==> src/rtl/uart_rx_deserializer.sv <==
// UART receive deserializer: 16x oversampling, LSB-first frames of DATA_BITS data bits.
// The received word sits in a valid/ready holding register. The block flags framing errors
// and overruns.
// Optional feature: define UART_RX_PARITY_EN to add a PARITY state that checks one even-parity bit.
module uart_rx_deserializer #(
  parameter int unsigned CLK_FREQ  = 1_600_000,
  parameter int unsigned BAUD      = 100_000,
  parameter int unsigned DATA_BITS = 9
) (
  input  logic                 clk,
  input  logic                 rst,
  input  logic                 rx_serial,
  output logic [DATA_BITS-1:0] rx_data,
  output logic                 rx_valid,
  input  logic                 rx_ready,
  output logic                 rx_busy,
  output logic                 frame_err,
  output logic                 overrun_err
);

  localparam int unsigned DIV = CLK_FREQ / (BAUD * 16);
  localparam int unsigned DivW = (DIV > 1) ? $clog2(DIV) : 1;
  localparam logic [DivW-1:0] DivLast = DivW'(DIV - 1);
  localparam logic [3:0] LastBit = 4'(DATA_BITS - 1);

  typedef enum logic [2:0] {StIdle, StStart, StData, StParity, StStop, StBreak} state_e;

  state_e                 state_q, state_d;
  logic [1:0]             sync_q;
  logic                   rx_s;
  logic [DivW-1:0]        div_q;
  logic [3:0]             samp_q;
  logic [3:0]             bit_q;
  logic [DATA_BITS-1:0]   shift_q;
  logic [DATA_BITS-1:0]   data_q;
  logic                   valid_q;
  logic                   ferr_q;
  logic                   ovr_q;
  logic                   tick;
  logic                   mid;
  logic                   commit;
  logic                   bad;
`ifdef UART_RX_PARITY_EN
  logic                   par_err_q;
`endif

  assign rx_s        = sync_q[1];
  assign rx_data     = data_q;
  assign rx_valid    = valid_q;
  assign rx_busy     = (state_q != StIdle);
  assign frame_err   = ferr_q;
  assign overrun_err = ovr_q;

  // Next-state decode; commit/bad are single-cycle strobes at the stop-bit mid-sample.
  always_comb begin
    state_d = state_q;
    tick    = (div_q == DivLast);
    mid     = tick && (samp_q == 4'd7);
    commit  = 1'b0;
    bad     = 1'b0;
    unique case (state_q)
      StIdle:  if (!rx_s) state_d = StStart;
      StStart: if (mid) state_d = rx_s ? StIdle : StData;
      StData: begin
        if (mid && (bit_q == LastBit)) begin
`ifdef UART_RX_PARITY_EN
          state_d = StParity;
`else
          state_d = StStop;
`endif
        end
      end
`ifdef UART_RX_PARITY_EN
      StParity: if (mid) state_d = StStop;
`endif
      StStop: begin
        if (mid) begin
          if (rx_s) begin
            state_d = StIdle;
`ifdef UART_RX_PARITY_EN
            commit  = !par_err_q;
            bad     = par_err_q;
`else
            commit  = 1'b1;
`endif
          end else begin
            state_d = StBreak;
            bad     = 1'b1;
          end
        end
      end
      StBreak: if (rx_s) state_d = StIdle;
      default: state_d = StIdle;
    endcase
  end

  // State register.
  always_ff @(posedge clk) begin
    if (rst) state_q <= StIdle;
    else     state_q <= state_d;
  end

  // Line synchronizer, baud divider and per-bit sample counter (held clear while idle).
  always_ff @(posedge clk) begin
    if (rst) begin
      sync_q <= 2'b11;
      div_q  <= '0;
      samp_q <= '0;
    end else begin
      sync_q <= {sync_q[0], rx_serial};
      if (state_q == StIdle) begin
        div_q  <= '0;
        samp_q <= '0;
      end else if (tick) begin
        div_q  <= '0;
        samp_q <= samp_q + 4'd1;
      end else begin
        div_q  <= div_q + DivW'(1);
      end
    end
  end

  // Data shift register: each bit enters at the MSB so the LSB-first word ends up aligned.
  always_ff @(posedge clk) begin
    if (rst) begin
      bit_q   <= '0;
      shift_q <= '0;
    end else if (mid && (state_q == StStart)) begin
      bit_q   <= '0;
    end else if (mid && (state_q == StData)) begin
      bit_q   <= bit_q + 4'd1;
      shift_q <= {rx_s, shift_q[DATA_BITS-1:1]};
    end
  end

`ifdef UART_RX_PARITY_EN
  // Even parity: data plus parity bit must contain an even number of ones.
  always_ff @(posedge clk) begin
    if (rst)                           par_err_q <= 1'b0;
    else if (mid && state_q == StParity) par_err_q <= ^{rx_s, shift_q};
  end
`endif

  // Holding register: a commit reloads when empty or drained in the same cycle, else overruns.
  always_ff @(posedge clk) begin
    if (rst) begin
      data_q  <= '0;
      valid_q <= 1'b0;
      ferr_q  <= 1'b0;
      ovr_q   <= 1'b0;
    end else begin
      ferr_q <= bad;
      ovr_q  <= 1'b0;
      if (commit) begin
        if (!valid_q || rx_ready) begin
          data_q  <= shift_q;
          valid_q <= 1'b1;
        end else begin
          ovr_q   <= 1'b1;
        end
      end else if (valid_q && rx_ready) begin
        valid_q <= 1'b0;
      end
    end
  end

endmodule

==> config.mk <==
export PLATFORM = sky130hd
export DESIGN_NAME = uart_rx_deserializer
export DESIGN_NICKNAME = d
export VERILOG_FILES = /design/src/rtl/uart_rx_deserializer.sv
export SDC_FILE = /design/constraint.sdc
export NUM_CORES = 1
export LEC_CHECK = 0
export CAP_MARGIN = 20
export CORE_MARGIN = 5
export CORE_UTILIZATION = 58
export CTS_CLUSTER_DIAMETER = 100
export DETAILED_ROUTE_END_ITERATION = 7
export PLACE_DENSITY = 0.82
export SLEW_MARGIN = 30
export SYNTH_ARGS = -nofsm -noshare
export SYNTH_HDL_FRONTEND = slang
export SYNTH_SLANG_ARGS = --single-unit
==> constraint.sdc <==
create_clock -name clk -period 2.9 [get_ports clk]
set_clock_uncertainty 0.2 [all_clocks]
set_input_delay 0.435 -clock clk [delete_from_list [all_inputs] [get_ports clk]]
set_output_delay 0.435 -clock clk [all_outputs]
set_load 0.01 [all_outputs]
Word level (Yosys, flattened, before mapping)
Index checks and enable logic that the tools add are counted.
W data, S select, Z words.
{ "word_totals": {"reg_bits": 35, "input_bits": 4, "elab_cells": 65} }
{ "classes": {"n_addsub": 3, "eq_ne": 12, "n_mux": 16, "bitwise": 5, "n_reduce_logical": 19} }
{ "ops": {"columns": ["op", "n"], "rows": [
  ["$mux W3", 6],
  ["$pmux W3 S5", 1],
  ["$ne A2 B2 Y1 const B", 5],
  ["$add A4 B1 Y4 const B", 2],
  ["$mux W1", 8],
  ["$eq A3 B3 Y1 const B", 2],
  ["$reduce_and A2 Y1", 3],
  ["$reduce_or A2 Y1", 3],
  ["$reduce_or A3 Y1", 2],
  ["$logic_and A1 B1 Y1", 5],
  ["$not A1 Y1", 5],
  ["$reduce_and A5 Y1", 1],
  ["$eq A4 B3 Y1 const B", 1],
  ["$eq A4 B4 Y1 const B", 1],
  ["$eq A3 B1 Y1 const B", 1],
  ["$eq A3 B2 Y1 const B", 1],
  ["$logic_not A3 Y1", 1],
  ["$reduce_bool A3 Y1", 1],
  ["$mux W2", 1],
  ["$ne A2 B1 Y1 const B", 1],
  ["$reduce_bool A2 Y1", 1],
  ["$add A1 B1 Y1 const B", 1],
  ["$logic_not A1 Y1", 1],
  ["$logic_or A1 B1 Y1", 1]
]} }

Logic depth before layout (Yosys ltp)
Gate-level depths: netlist (run 1).
{ "depth": {"word_depth": 6, "mapped_depth": 6} }

Worst setup path after synthesis (run 1)
No wires, ideal clock.
{ "synth_timing": {"path_kind": "reg-to-reg", "start": "register samp_q[0]", "end": "register data_q[0] (netlist: rx_data[0])", "setup_ps": 72, "arrival_ps": 1546, "required_time_ps": 2628, "setup_slack_ps": 1082, "stages_incl_launch_ff": 7, "n_path_buf": 2, "period_less_slack_ps": 1818, "path_cell_list": "dfxtp_1 -> ha_1 -> nor4bb_1 -> clkbuf_1 -> and4_1 -> buf_4 -> mux2i_1"} }
{ "synth_between": {"elab_chain_cells": 5} }
{ "synth_lines": {"columns": ["element", "line", "text"], "rows": [
  ["from (decl)", "32", "logic [3:0] samp_q;"],
  ["from (signal assigned)", "116", "samp_q <= samp_q + 4'd1;"],
  ["$eq A4 B3 Y1", "58", "mid = tick && (samp_q == 4'd7);"],
  ["$logic_and A1 B1 Y1", "58", null],
  ["$mux W1", "77", "if (mid) begin"],
  ["$mux W1", "61", "unique case (state_q)"],
  ["$reduce_and A2 Y1 (no source line)", null, null],
  ["to (signal assigned)", "156", "data_q <= shift_q;"],
  ["to (decl)", "35", "logic [DATA_BITS-1:0] data_q;"]
]} }
No other way between the ends.
A chain may end at the register's enable or synchronous reset.

Worst setup path in the final report (run 1)
{ "layout_timing": {"start": "register state_q[0]", "end": "output port rx_busy"} }
{ "layout_between": {"elab_chain_cells": 1} }
{ "layout_lines": {"columns": ["element", "line", "text"], "rows": [
  ["from (decl)", "28", "state_e state_q, state_d;"],
  ["from (signal assigned)", "99", "if (rst) state_q <= StIdle;"],
  ["from (signal assigned)", "100", "else state_q <= state_d;"],
  ["$reduce_bool A3 Y1", "50", "assign rx_busy = (state_q != StIdle);"],
  ["to (decl)", "16", "output logic rx_busy,"]
]} }
No other way between the ends.

==> reports/qor_table.md, run 1 <==
| Metric | Reported |
|:---|:---|
| Worst rel slew slack | 64.3% |
| Wire length on met2 | 1.37 mm |
| Worst setup path class | reg2out |
| Shortest period the worst path allows | 2.29 ns |
| I/O pin total | 17 |
| Internal Dissipation | 773 uW |
| Net Sw Frac | 19.3% |
| Share of the cycle needed by the critical path after routing | 79.0% |
| TritonCTS Sinks | 35 |
| Commonest cells after routing, fill and taps aside | 35 x dfxtp_1, 20 x nand2b_1, 16 x clkdlybuf4s50_1 |
| Fraction of final layout cells with drive strength greater than 1 | 10.0% |
| Final sum of negative setup slack | 0 ns |
| Clock Pin Slew Worst Setup and Hold Paths | 0.10 ns |
| Setup crit start kind | flip-flop |
| Distinct cell type count of the synthesized netlist | 38 |
| Post-synthesis net count | 172 |
| Reg power frac | 51.3% |
| Final count of hold timing violations | 0 |
| Reg2reg start | samp_q[0]$_SDFFE_PP0N_ |
| VDD IR max | 0.433 mV |
| CP arrival | 1.66 ns |
| Standard-cell row count | 18 |
| Clock tree from TritonCTS | yes |
| Most common cell after layout, fill and taps aside | dfxtp_1 |
| Number of maximum-capacitance constraint violations | 0 |
| First-pass GRT wire length | 5.09 mm |
| Met1 wire length | 1.45 mm |
| Horizontal die dimension | 61.4 um |
| Slew Limit Fails | 0 |
| Routability-driven placement congestion ratio | 0.775 |
| Floorplan die area | 3770 um2 |
| Reported net switching power | 185 uW |
| Final hold slack | 0.226 ns |
| Maximum level of the CTS H-tree | 2 |
| Largest fanout of any net on the critical path | 8 |
| Post-Syn Instances | 165 |
| Total routing usage reported by global routing | 18.4% |
| Mean instance size in the synthesized netlist | 9.27 um2 |
| Global route total overflow | 0 |
| PwrDens | 530 nW/um2 |
| Met3 wire length | 153 um |
| Post-route total power | 959 uW |
| Count of input and output buffers | 16 |
| Pin count of the biggest net entering global routing | 36 |
| Detail-routed via count per cell | 5.71 |
| Violation count after the first detailed-routing iteration | 38 |
| Core area | 2500 um2 |
| Drt total wl | 3.03 mm |
| Sequential area share after synthesis | 45.8% |
| Fraction of power consumed by the clock network | 45.3% |
| Number of hold-repair buffers added at the cts stage | 0 |
| Post-detailed-placement half-perimeter wirelength | 2.06 mm |
| Maximum clock insertion buffer count | 2 |
| Worst Hold Path Cells | 1 |
| Vert. Die Dim | 61.4 um |
| Summed instance area of the synthesized netlist | 1530 um2 |
| Share of total power in combinational logic | 3.5% |
| Top routing layer in use | met4 |
| Number of endpoints failing setup at the final stage | 0 |
| Antenna-violating nets left | 0 |
| Reg2Reg Capture Point | rx_data[0]$_SDFFE_PP0P_ |
| Initial antenna violation count | 0 |
| Area delta synth->final | 18.2% |
| Setup repair after global routing missed its margin | no |
| Final Net Count | 186 |
| Number of global-route vias before repair | 1178 |
| Transition time at the pin with the least slew margin | 0.536 ns |
| DRC violation count after routing | 0 |
| Setup slack on the worst flop-to-flop path | 0.71 ns |
| Max Clock Freq | 437 MHz |
| Vias | 1200 |
| Buffers inserted during post-CTS setup optimization | 0 |
| Final routed wire length divided by cell count | 14.4 um |
| Static Leak | 0.598 nW |
| Clock root buffer | clkbuf_4 |
| Initial Util | 61.2% |
| Origin of the worst min-delay path | sync_q[0]$_SDFF_PP1_ |
| Number of resized instances in the post-cts repair step | 0 |
| Diode count | 0 |
| Number of flip-flops and latches in the synthesized netlist | 35 |
| WHS Endpoint | sync_q[1]$_SDFF_PP1_ |
| Endpoint type of the worst setup path | output pin |
| First-pass detailed-route iteration total | 5 |
| Outcome | finished, final reports clean |
| YS warnings | 0 |
| Number of cells on the worst reg-to-reg path | 4 |
| Min-delay worst type | reg2reg |
| Clock latency of the later-clocked register in the worst-skew pair | 0.35 ns |
| TritonCTS Buffers | 5 |
| Data required time at the worst endpoint | 2.27 ns |
area by class of cell:
class / count / area [um2]
clock buffers: 6 / 41.3
well taps: 30 / 37.5
fillers: 188 / 691
clock inverters: 2 / 60.1
flip-flops and latches: 35 / 701
multi-input cells: 114 / 768
inverters: 3 / 11.3
repair buffers: 20 / 190
routing by layer:
metal,global-route usage [%],up-vias
met5,0,-
met1,22.0,564
met4,9.70,0
met3,6.29,6
met2,29.2,27
li1,-,603
cells in the mapped netlist:
cell,count,share of area [%]
clkbuf_1,9,2.2
a21oi_1,15,4.9
o211a_1,1,0.65
or3b_4,1,0.74
or4b_1,1,0.65
o211ai_1,2,0.98
nand3b_1,1,0.49
or3_1,3,1.2
or3b_2,1,0.57
nor3b_1,2,0.98
conb_1,1,0.25
nor3_1,2,0.65
buf_2,3,0.98
xnor2_1,1,0.57
dfxtp_1,35,46
a31o_2,1,0.57
nand2_1,3,0.74
inv_1,3,0.74
nor2_1,5,1.2
nand2b_1,20,8.2
and4_1,1,0.57
buf_4,1,0.49
nand4bb_1,2,1.5
o21ai_0,9,2.9
ha_1,3,2.5
nand4_1,1,0.41
nor2b_1,3,1.2
mux2i_1,10,6.5
a22oi_1,1,0.49
xor2_1,2,1.1
nand4b_1,2,1.1
nor4bb_1,1,0.65
a211oi_1,1,0.49
o31ai_1,2,0.98
o32ai_1,1,0.57
or4_1,1,0.49
nand3_1,11,3.6
or2_2,3,1.2
state kept, by name, summed over array words and instances (netlist names):
signal       flops
samp_q           4
sync_q           2
overrun_err      1
rx_valid         1
state_q          3
frame_err        1
rx_data          9
div_q            1
shift_q          9
bit_q            4
power by group through the flow:
stage                     Clock [mW]  Combinational (mW)  Sequential, mW
final                          0.434              0.0335           0.491
after global routing           0.465              0.0373           0.492
after detailed placement           0              0.0332           0.502
after global placement             0              0.0323           0.502
after CTS                      0.443              0.0333           0.491
after floorplan                    0              0.0246           0.501
cell families after synthesis:
group,count (synthesis),synth area share (%)
AND/OR/NAND/NOR,64,26.2
multiplexers,10,6.54
adder cells (fa/ha/maj),3,2.45
other,1,0.245
buffers and inverters,16,4.42
flip-flops,35,45.8
XOR/XNOR,3,1.72
AO/OA/AOI/OAI,33,12.6
critical path: stages (launching register included):
cell	delay, ns
dfxtp_1	0.39
or3_1	0.42
clkdlybuf4s50_1	0.50
through the flow:
| step | util (%) | setup WS (ns) | area, um2 | std cells |
|---|---|---|---|---|
| 2_1_floorplan | - | 1.08 | 1530 | 165 |
| 3_3_place_gp | 68.3 | 0.857 | 1710 | 202 |
| 3_5_place_dp | 68.3 | 0.755 | 1710 | 202 |
| 4_1_cts | 72.4 | 0.590 | 1810 | 210 |
| 5_1_grt | 72.4 | 0.552 | 1810 | 210 |
| 6_report | 72.4 | 0.610 | 1810 | 210 |
how the worst max path moves through the flow:
stage	slack (ns)	endpoint	startpoint
3_5_place_dp	0.76	rx_data[0]$_SDFFE_PP0P_	samp_q[0]$_SDFFE_PP0N_
2_1_floorplan	1.08	rx_data[0]$_SDFFE_PP0P_	samp_q[0]$_SDFFE_PP0N_
6_report	0.61	rx_busy	state_q[0]$_SDFFE_PP0P_
3_3_place_gp	0.86	bit_q[3]$_SDFFE_PP0P_	rst
5_1_grt	0.55	rx_busy	state_q[0]$_SDFFE_PP0P_
4_1_cts	0.59	rx_busy	state_q[0]$_SDFFE_PP0P_
Note: power is estimated with default switching activity, not from simulation.
==> run 2: changes to the inputs <==
--- a/config.mk
+++ b/config.mk
@@ -7,10 +7,10 @@
 export LEC_CHECK = 0
 export CAP_MARGIN = 20
 export CORE_MARGIN = 5
-export CORE_UTILIZATION = 58
+export CORE_UTILIZATION = 54
 export CTS_CLUSTER_DIAMETER = 100
 export DETAILED_ROUTE_END_ITERATION = 7
-export PLACE_DENSITY = 0.82
+export PLACE_DENSITY = 0.77
 export SLEW_MARGIN = 30
 export SYNTH_ARGS = -nofsm -noshare
 export SYNTH_HDL_FRONTEND = slang
==> constraint.sdc (replaced) <==
create_clock -name clk -period 2.2 [get_ports clk]
set_clock_uncertainty 0.2 [all_clocks]
set_input_delay 0.33 -clock clk [delete_from_list [all_inputs] [get_ports clk]]
set_output_delay 0.33 -clock clk [all_outputs]
set_load 0.01 [all_outputs]
==> run 2 against run 1 <==
- non-clock buffer count grew 4
- critical path type is now reg2reg
- highest routed layer unchanged
- via count grew 3.4%
- routed wire length grew 2.0%
- power grew 33%
- sequential cell count is the same
- worst setup slack lost 0.28 ns
- largest cell class unchanged
- first-iteration DRC count grew 18%
- sequential power grew 32%
- final area grew 2.3%
- die area grew 6.2%
- count of clock-buffer cells in the layout shrank 1
==> reports/qor_table.md, run 2 (same netlist as run 1, synthesis figures left out) <==
| Metric | Reported | Delta |
|:---|:---|:---|
| TritonCTS Buffers | 5 | unchanged |
| Total routing usage reported by global routing | 17.3% | -1.1 points |
| Largest delay share family, worst path | simple AND/OR/NAND/NOR gates |  |
| Maximum clock insertion buffer count | 2 | unchanged |
| Setup crit start kind | flip-flop |  |
| Vias | 1241 | +3.4% |
| Detail-routed via count per cell | 5.77 | +1.0% |
| Initial antenna violation count | 0 | unchanged |
| Largest fanout of any net on the critical path | 8 | unchanged |
| Floorplan die area | 4000 um2 | +6.2% |
| Clock latency of the later-clocked register in the worst-skew pair | 0.35 ns | about the same |
| Count of input and output buffers | 16 | unchanged |
| Pin count of the biggest net entering global routing | 23 | -36% |
| Post-detailed-placement half-perimeter wirelength | 2.18 mm | +5.7% |
| Vert. Die Dim | 63.2 um | +3.0% |
| Diode count | 0 | unchanged |
| Number of endpoints failing setup at the final stage | 0 | unchanged |
| Peak per-stage delay on the critical path | 0.58 ns | +0.08 ns |
| Net Sw Frac | 19.8% | +0.46 points |
| Min-delay worst type | reg2reg |  |
| Reported net switching power | 252 uW | +36% |
| Final standard cell area without fillers | 1850 um2 | +2.3% |
| Data required time at the worst endpoint | 2.28 ns | about the same |
| Outcome | finished, final reports clean |  |
| Final Net Count | 190 | +2.2% |
| Share of the cycle needed by the critical path after routing | 85.2% |  |
| Clock Pin Slew Worst Setup and Hold Paths | 0.11 ns | about the same |
| Endpoint type of the worst setup path | flip-flop |  |
| Fraction of power consumed by the clock network | 45.3% | about the same |
| Max Clock Freq | 533 MHz |  |
| Final routed wire length divided by cell count | 14.4 um | -0.39% |
| Routability-driven placement congestion ratio | 0.878 | +13% |
| Slew Limit Fails | 0 | unchanged |
| Reg power frac | 51.0% | -0.3 points |
| Worst setup path class | reg2reg |  |
| Fraction of final layout cells with drive strength greater than 1 | 14.1% | +4.1 points |
| Maximum level of the CTS H-tree | 2 | unchanged |
| Initial Util | 56.0% | -5.2 points |
| First-pass GRT wire length | 5.53 mm | +8.8% |
| Antenna-violating nets left | 0 | unchanged |
| Share of total power in combinational logic | 3.7% | +0.2 points |
| Ordered cell list for the critical path | ha_1, nand4bb_1, or4b_1, o211ai_1 |  |
| Post-route total power | 1.27 mW | +33% |
| FILL cells | 227 | +21% |
| CP arrival | 1.95 ns | +0.29 ns |
| Number of global-route vias before repair | 1252 | +6.3% |
| VDD IR max | 0.710 mV | +64% |
| Cell type of the slowest stage on the worst timing path | or4b_1 |  |
| First-pass detailed-route iteration total | 4 | -1 |
| Static Leak | 0.635 nW | +6.3% |
| Crit path buffers/inverters | 0 | -1 |
| Clock tree from TritonCTS | yes |  |
| TritonCTS Sinks | 35 | unchanged |
| Final count of hold timing violations | 0 | unchanged |
| Drt total wl | 3.09 mm | +2.0% |
| Final sum of negative setup slack | 0 ns | unchanged |
| Number of maximum-capacitance constraint violations | 0 | unchanged |
| Clock root buffer | clkbuf_4 |  |
| Setup slack on the worst flop-to-flop path | 0.32 ns | -0.39 ns |
| Final hold slack | 0.227 ns | +0.00104 ns |
| Area delta synth->final | 20.9% |  |
| Global route total overflow | 0 | unchanged |
| Core area | 2730 um2 | +9.4% |
| PwrDens | 687 nW/um2 | +30% |
| Shortest period the worst path allows | 1.88 ns |  |
| Violation count after the first detailed-routing iteration | 45 | +18% |
| Internal Dissipation | 1.02 mW | +32% |
| Commonest cells after routing, fill and taps aside | 32 x dfxtp_1, 20 x nand2b_1, 15 x a21oi_1, 15 x clkdlybuf4s50_1, 11 x nand3_1 |  |
| Horizontal die dimension | 63.2 um | +3.0% |
| Standard-cell row count | 19 | +1 |
| Setup repair after global routing missed its margin | no |  |
| Most common cell after layout, fill and taps aside | dfxtp_1 |  |
| Placed Instance Area | 1740 um2 | +1.8% |
| DRC violation count after routing | 0 | unchanged |
| I/O pin total | 17 | unchanged |
## run 2: changes by cell type in the layout (fill, tap and decap cells not counted)
| cell | before | now |
|---|---|---|
| clkinvlp_4 | 0 | 1 |
| dfxtp_2 | 0 | 3 |
| buf_4 | 4 | 8 |
| dfxtp_1 | 35 | 32 |
| clkdlybuf4s50_1 | 16 | 15 |
| dlymetal6s2s_1 | 0 | 1 |
| clkbuf_1 | 1 | 0 |
## run 2: worst paths after layout
path | to | startpoint | cells past startpoint
max | bit_q[3]$_SDFFE_PP0P_ | samp_q[0]$_SDFFE_PP0N_ | 4
max reg2reg | bit_q[3]$_SDFFE_PP0P_ | samp_q[0]$_SDFFE_PP0N_ | 4
min reg2reg | sync_q[1]$_SDFF_PP1_ | sync_q[0]$_SDFF_PP1_ | 1
min | sync_q[1]$_SDFF_PP1_ | sync_q[0]$_SDFF_PP1_ | 1
## run 2: metrics by stage
step / instances / util, % / setup WS, ns
CTS: 215 / 67.5 / 0.0130
global placement: 207 / 63.6 / 0.369
global route: 215 / 67.7 / 0.192
floorplan: 165 / - / 0.382
finish: 215 / 67.7 / 0.325
detailed placement: 207 / 63.6 / 0.307
## run 2: area by class of cell
type                       count  area [um2]  share of cell area [%]
clock buffer                   5        37.5                    2.03
tap                           31        38.8                    2.10
sequential                    35         704                    38.1
multi-input combinational    114         768                    41.5
inverter                       3        11.3                   0.609
timing repair buffer          24         223                    12.0
clock inverter                 3        67.6                    3.65
## run 2: routing by layer
| layer | share of wire [%] | track usage [%] | up-vias | routed length (um) |
|---|---|---|---|---|
| li1 | - | - | 616 | - |
| met1 | 42 | 20.0 | 583 | 1290 |
| met2 | 51 | 27.2 | 34 | 1570 |
| met3 | 4.9 | 6.04 | 8 | 153 |
| met4 | 2.5 | 10.6 | 0 | 76 |
| met5 | 0 | 0 | - | 0 |
## run 2: timing repair
item,CTS,global route
resized for setup,0,4
setup buffers,0,0
hold buffers,0,0
setup endpoints to repair,0,1
## run 2: power groups by stage
| stage | Clock, mW | Sequential (mW) | Combinational [mW] |
|---|---|---|---|
| after global routing | 0.631 | 0.650 | 0.0513 |
| final | 0.576 | 0.648 | 0.0474 |
| after global placement | 0 | 0.662 | 0.0456 |
| after detailed placement | 0 | 0.662 | 0.0470 |
| after CTS | 0.594 | 0.648 | 0.0475 |
| after floorplan | 0 | 0.660 | 0.0324 |
==> run 3: changes to the inputs <==
--- a/config.mk
+++ b/config.mk
@@ -6,11 +6,12 @@
 export NUM_CORES = 1
 export LEC_CHECK = 0
 export CAP_MARGIN = 20
-export CORE_MARGIN = 5
+export CORE_MARGIN = 2
 export CORE_UTILIZATION = 54
 export CTS_CLUSTER_DIAMETER = 100
 export DETAILED_ROUTE_END_ITERATION = 7
 export PLACE_DENSITY = 0.77
+export RECOVER_POWER = 50
 export SLEW_MARGIN = 30
 export SYNTH_ARGS = -nofsm -noshare
 export SYNTH_HDL_FRONTEND = slang
==> run 3 against run 2 <==
- final area fell by 2.0%
- hold slack got worse by 0.0076 ns
- combinational power is 4% lower
- critical path type is now reg2out
==> reports/qor_table.md, run 3 (same netlist as run 1, synthesis figures left out) <==
| Metric | Reported | Delta |
|:---|:---|:---|
| Maximum level of the CTS H-tree | 2 | unchanged |
| Critical path launch point | state_q[0]$_SDFFE_PP0P_ |  |
| First-pass detailed-route iteration total | 4 | unchanged |
| Initial antenna violation count | 0 | unchanged |
| Most common cell after layout, fill and taps aside | dfxtp_1 |  |
| Slew Limit Fails | 0 | unchanged |
| Horizontal die dimension | 57.2 um | -9.5% |
| DRC violation count after routing | 0 | unchanged |
| Cell Count, Final, Fillers Out | 215 | unchanged |
| Maximum clock insertion buffer count | 2 | unchanged |
| Fraction of the core area covered by cells at the end of the flow | 66.4% | -1.3 points |
| Share of the cycle needed by the critical path after routing | 97.3% | +12 points |
| Final WS setup | 0.0592 ns | -0.266 ns |
| Final hold slack | 0.220 ns | -0.00760 ns |
| Post-detailed-placement half-perimeter wirelength | 1.96 mm | -10% |
| Routability-driven placement congestion ratio | 0.786 | -10% |
| Clock Pin Slew Worst Setup and Hold Paths | 0.11 ns | about the same |
| Number of maximum-capacitance constraint violations | 0 | unchanged |
| Final count of hold timing violations | 0 | unchanged |
| Pin count of the biggest net entering global routing | 19 | -17% |
| Global route total overflow | 0 | unchanged |
| Shortest period the worst path allows | 2.14 ns | +0.266 ns |
| Min-delay worst type | reg2reg |  |
| Final standard cell area without fillers | 1810 um2 | -2.0% |
| Setup slack on the worst flop-to-flop path | 0.26 ns | -0.06 ns |
| Capturing element of the worst setup path | rx_busy |  |
| Drt total wl | 3.00 mm | -3.2% |
| Static Leak | 0.639 nW | +0.56% |
| FILL cells | 222 | -2.2% |
| Area delta synth->final | 18.6% |  |
| Clock root buffer | clkbuf_4 |  |
| Standard-cell row count | 19 | unchanged |
| Number of instances in the placed design | 207 | unchanged |
| Total routing usage reported by global routing | 20.2% | +2.9 points |
| Violation count after the first detailed-routing iteration | 67 | +49% |
| Outcome | finished, final reports clean |  |
| Reg2Reg Capture Point | state_q[1]$_SDFFE_PP0P_ |  |
| Endpoint type of the worst setup path | output pin |  |
| Reg2reg start | samp_q[0]$_SDFFE_PP0N_ |  |
| Setup crit start kind | flip-flop |  |
| TritonCTS Buffers | 5 | unchanged |
| First-pass GRT wire length | 5.04 mm | -9.0% |
| Data required time at the worst endpoint | 1.67 ns | -0.61 ns |
| Antenna-violating nets left | 0 | unchanged |
| Placed Instance Area | 1740 um2 | unchanged |
| Clock tree from TritonCTS | yes |  |
| Largest fanout of any net on the critical path | 8 | unchanged |
| Fraction of final layout cells with drive strength greater than 1 | 12.0% | -2.2 points |
| Number of cells on the worst reg-to-reg path | 5 | +1 |
| Vert. Die Dim | 57.2 um | -9.5% |
| TritonCTS Sinks | 35 | unchanged |
| Core area | 2730 um2 | unchanged |
| Max Clock Freq | 467 MHz | -12% |
| Diode count | 0 | unchanged |
| Number of global-route vias before repair | 1097 | -12% |
| Final Net Count | 190 | unchanged |
| Detail-routed via count per cell | 5.72 | -0.89% |
| Worst slack at placement | 0.333 ns | +0.0267 ns |
| PwrDens | 651 nW/um2 | -5.3% |
| VDD IR max | 0.490 mV | -31% |
| Clock latency of the later-clocked register in the worst-skew pair | 0.34 ns | about the same |
| Worst setup path class | reg2out |  |
| I/O pin total | 17 | unchanged |
| Final routed wire length divided by cell count | 13.9 um | -3.2% |
| Number of endpoints failing setup at the final stage | 0 | unchanged |
| Floorplan die area | 3280 um2 | -18% |
| Commonest cells after routing, fill and taps aside | 34 x dfxtp_1, 20 x nand2b_1, 15 x a21oi_1 |  |
| Vias | 1230 | -0.89% |
| Count of input and output buffers | 16 | unchanged |
| Initial Util | 56.0% | unchanged |
| CP arrival | 1.61 ns | -0.34 ns |
run 3: worst min-delay path by stage:
| stage | startpoint | to | slack [ns] | cells past startpoint |
|---|---|---|---|---|
| 2_1_floorplan | sync_q[0]$_SDFF_PP1_ | sync_q[1]$_SDFF_PP1_ | 0.19 | 1 |
| 3_3_place_gp | sync_q[0]$_SDFF_PP1_ | sync_q[1]$_SDFF_PP1_ | 0.19 | 1 |
| 3_5_place_dp | sync_q[0]$_SDFF_PP1_ | sync_q[1]$_SDFF_PP1_ | 0.19 | 1 |
| 4_1_cts | sync_q[0]$_SDFF_PP1_ | sync_q[1]$_SDFF_PP1_ | 0.22 | 1 |
| 5_1_grt | sync_q[0]$_SDFF_PP1_ | sync_q[1]$_SDFF_PP1_ | 0.24 | 1 |
| 6_report | sync_q[0]$_SDFF_PP1_ | sync_q[1]$_SDFF_PP1_ | 0.22 | 1 |
run 3: worst max-delay path, stage by stage (launching register included):
cell and delay, ns:
dfxtp_2 0.38, or3_1 0.40, clkdlybuf4s50_1 0.50
run 3: final cells by class:
type                            instances  area, um2  share of cell area, %
Tap cell                               31       38.8                   2.14
Multi-Input combinational cell        114        762                   42.0
Clock buffer                            6       51.3                   2.83
Sequential cell                        35        702                   38.7
Timing Repair Buffer                   24        214                   11.8
Inverter                                3       11.3                  0.621
Clock inverter                          2       35.0                   1.93
run 3: what timing repair did:
action,CTS,global route
gates resized for setup,0,1
hold buffers,0,0
endpoints found under the hold margin,0,0
setup endpoints to repair,0,1
setup buffers,0,0
run 3: stage by stage:
step | power [mW] | setup TNS [ns]
after floorplan | 0.692 | 0
after global placement | 0.707 | 0
after detailed placement | 0.708 | 0
after CTS | 1.20 | 0
after global routing | 1.23 | -0.00617
final | 1.18 | 0
run 3: metal layers:
layer | vias up | GRT usage, % | share of wire, %
met5 | - | 0 | 0
met4 | 0 | 8.97 | 0
met3 | 0 | 6.12 | 3.6
met2 | 30 | 30.4 | 49
met1 | 580 | 26.9 | 47
li1 | 620 | - | -
run 3: report_power, final:
part           internal (mW)  switching (mW)
Clock                  0.269           0.219
Sequential             0.640         0.00732
Combinational         0.0256          0.0200
Total                  0.935           0.246
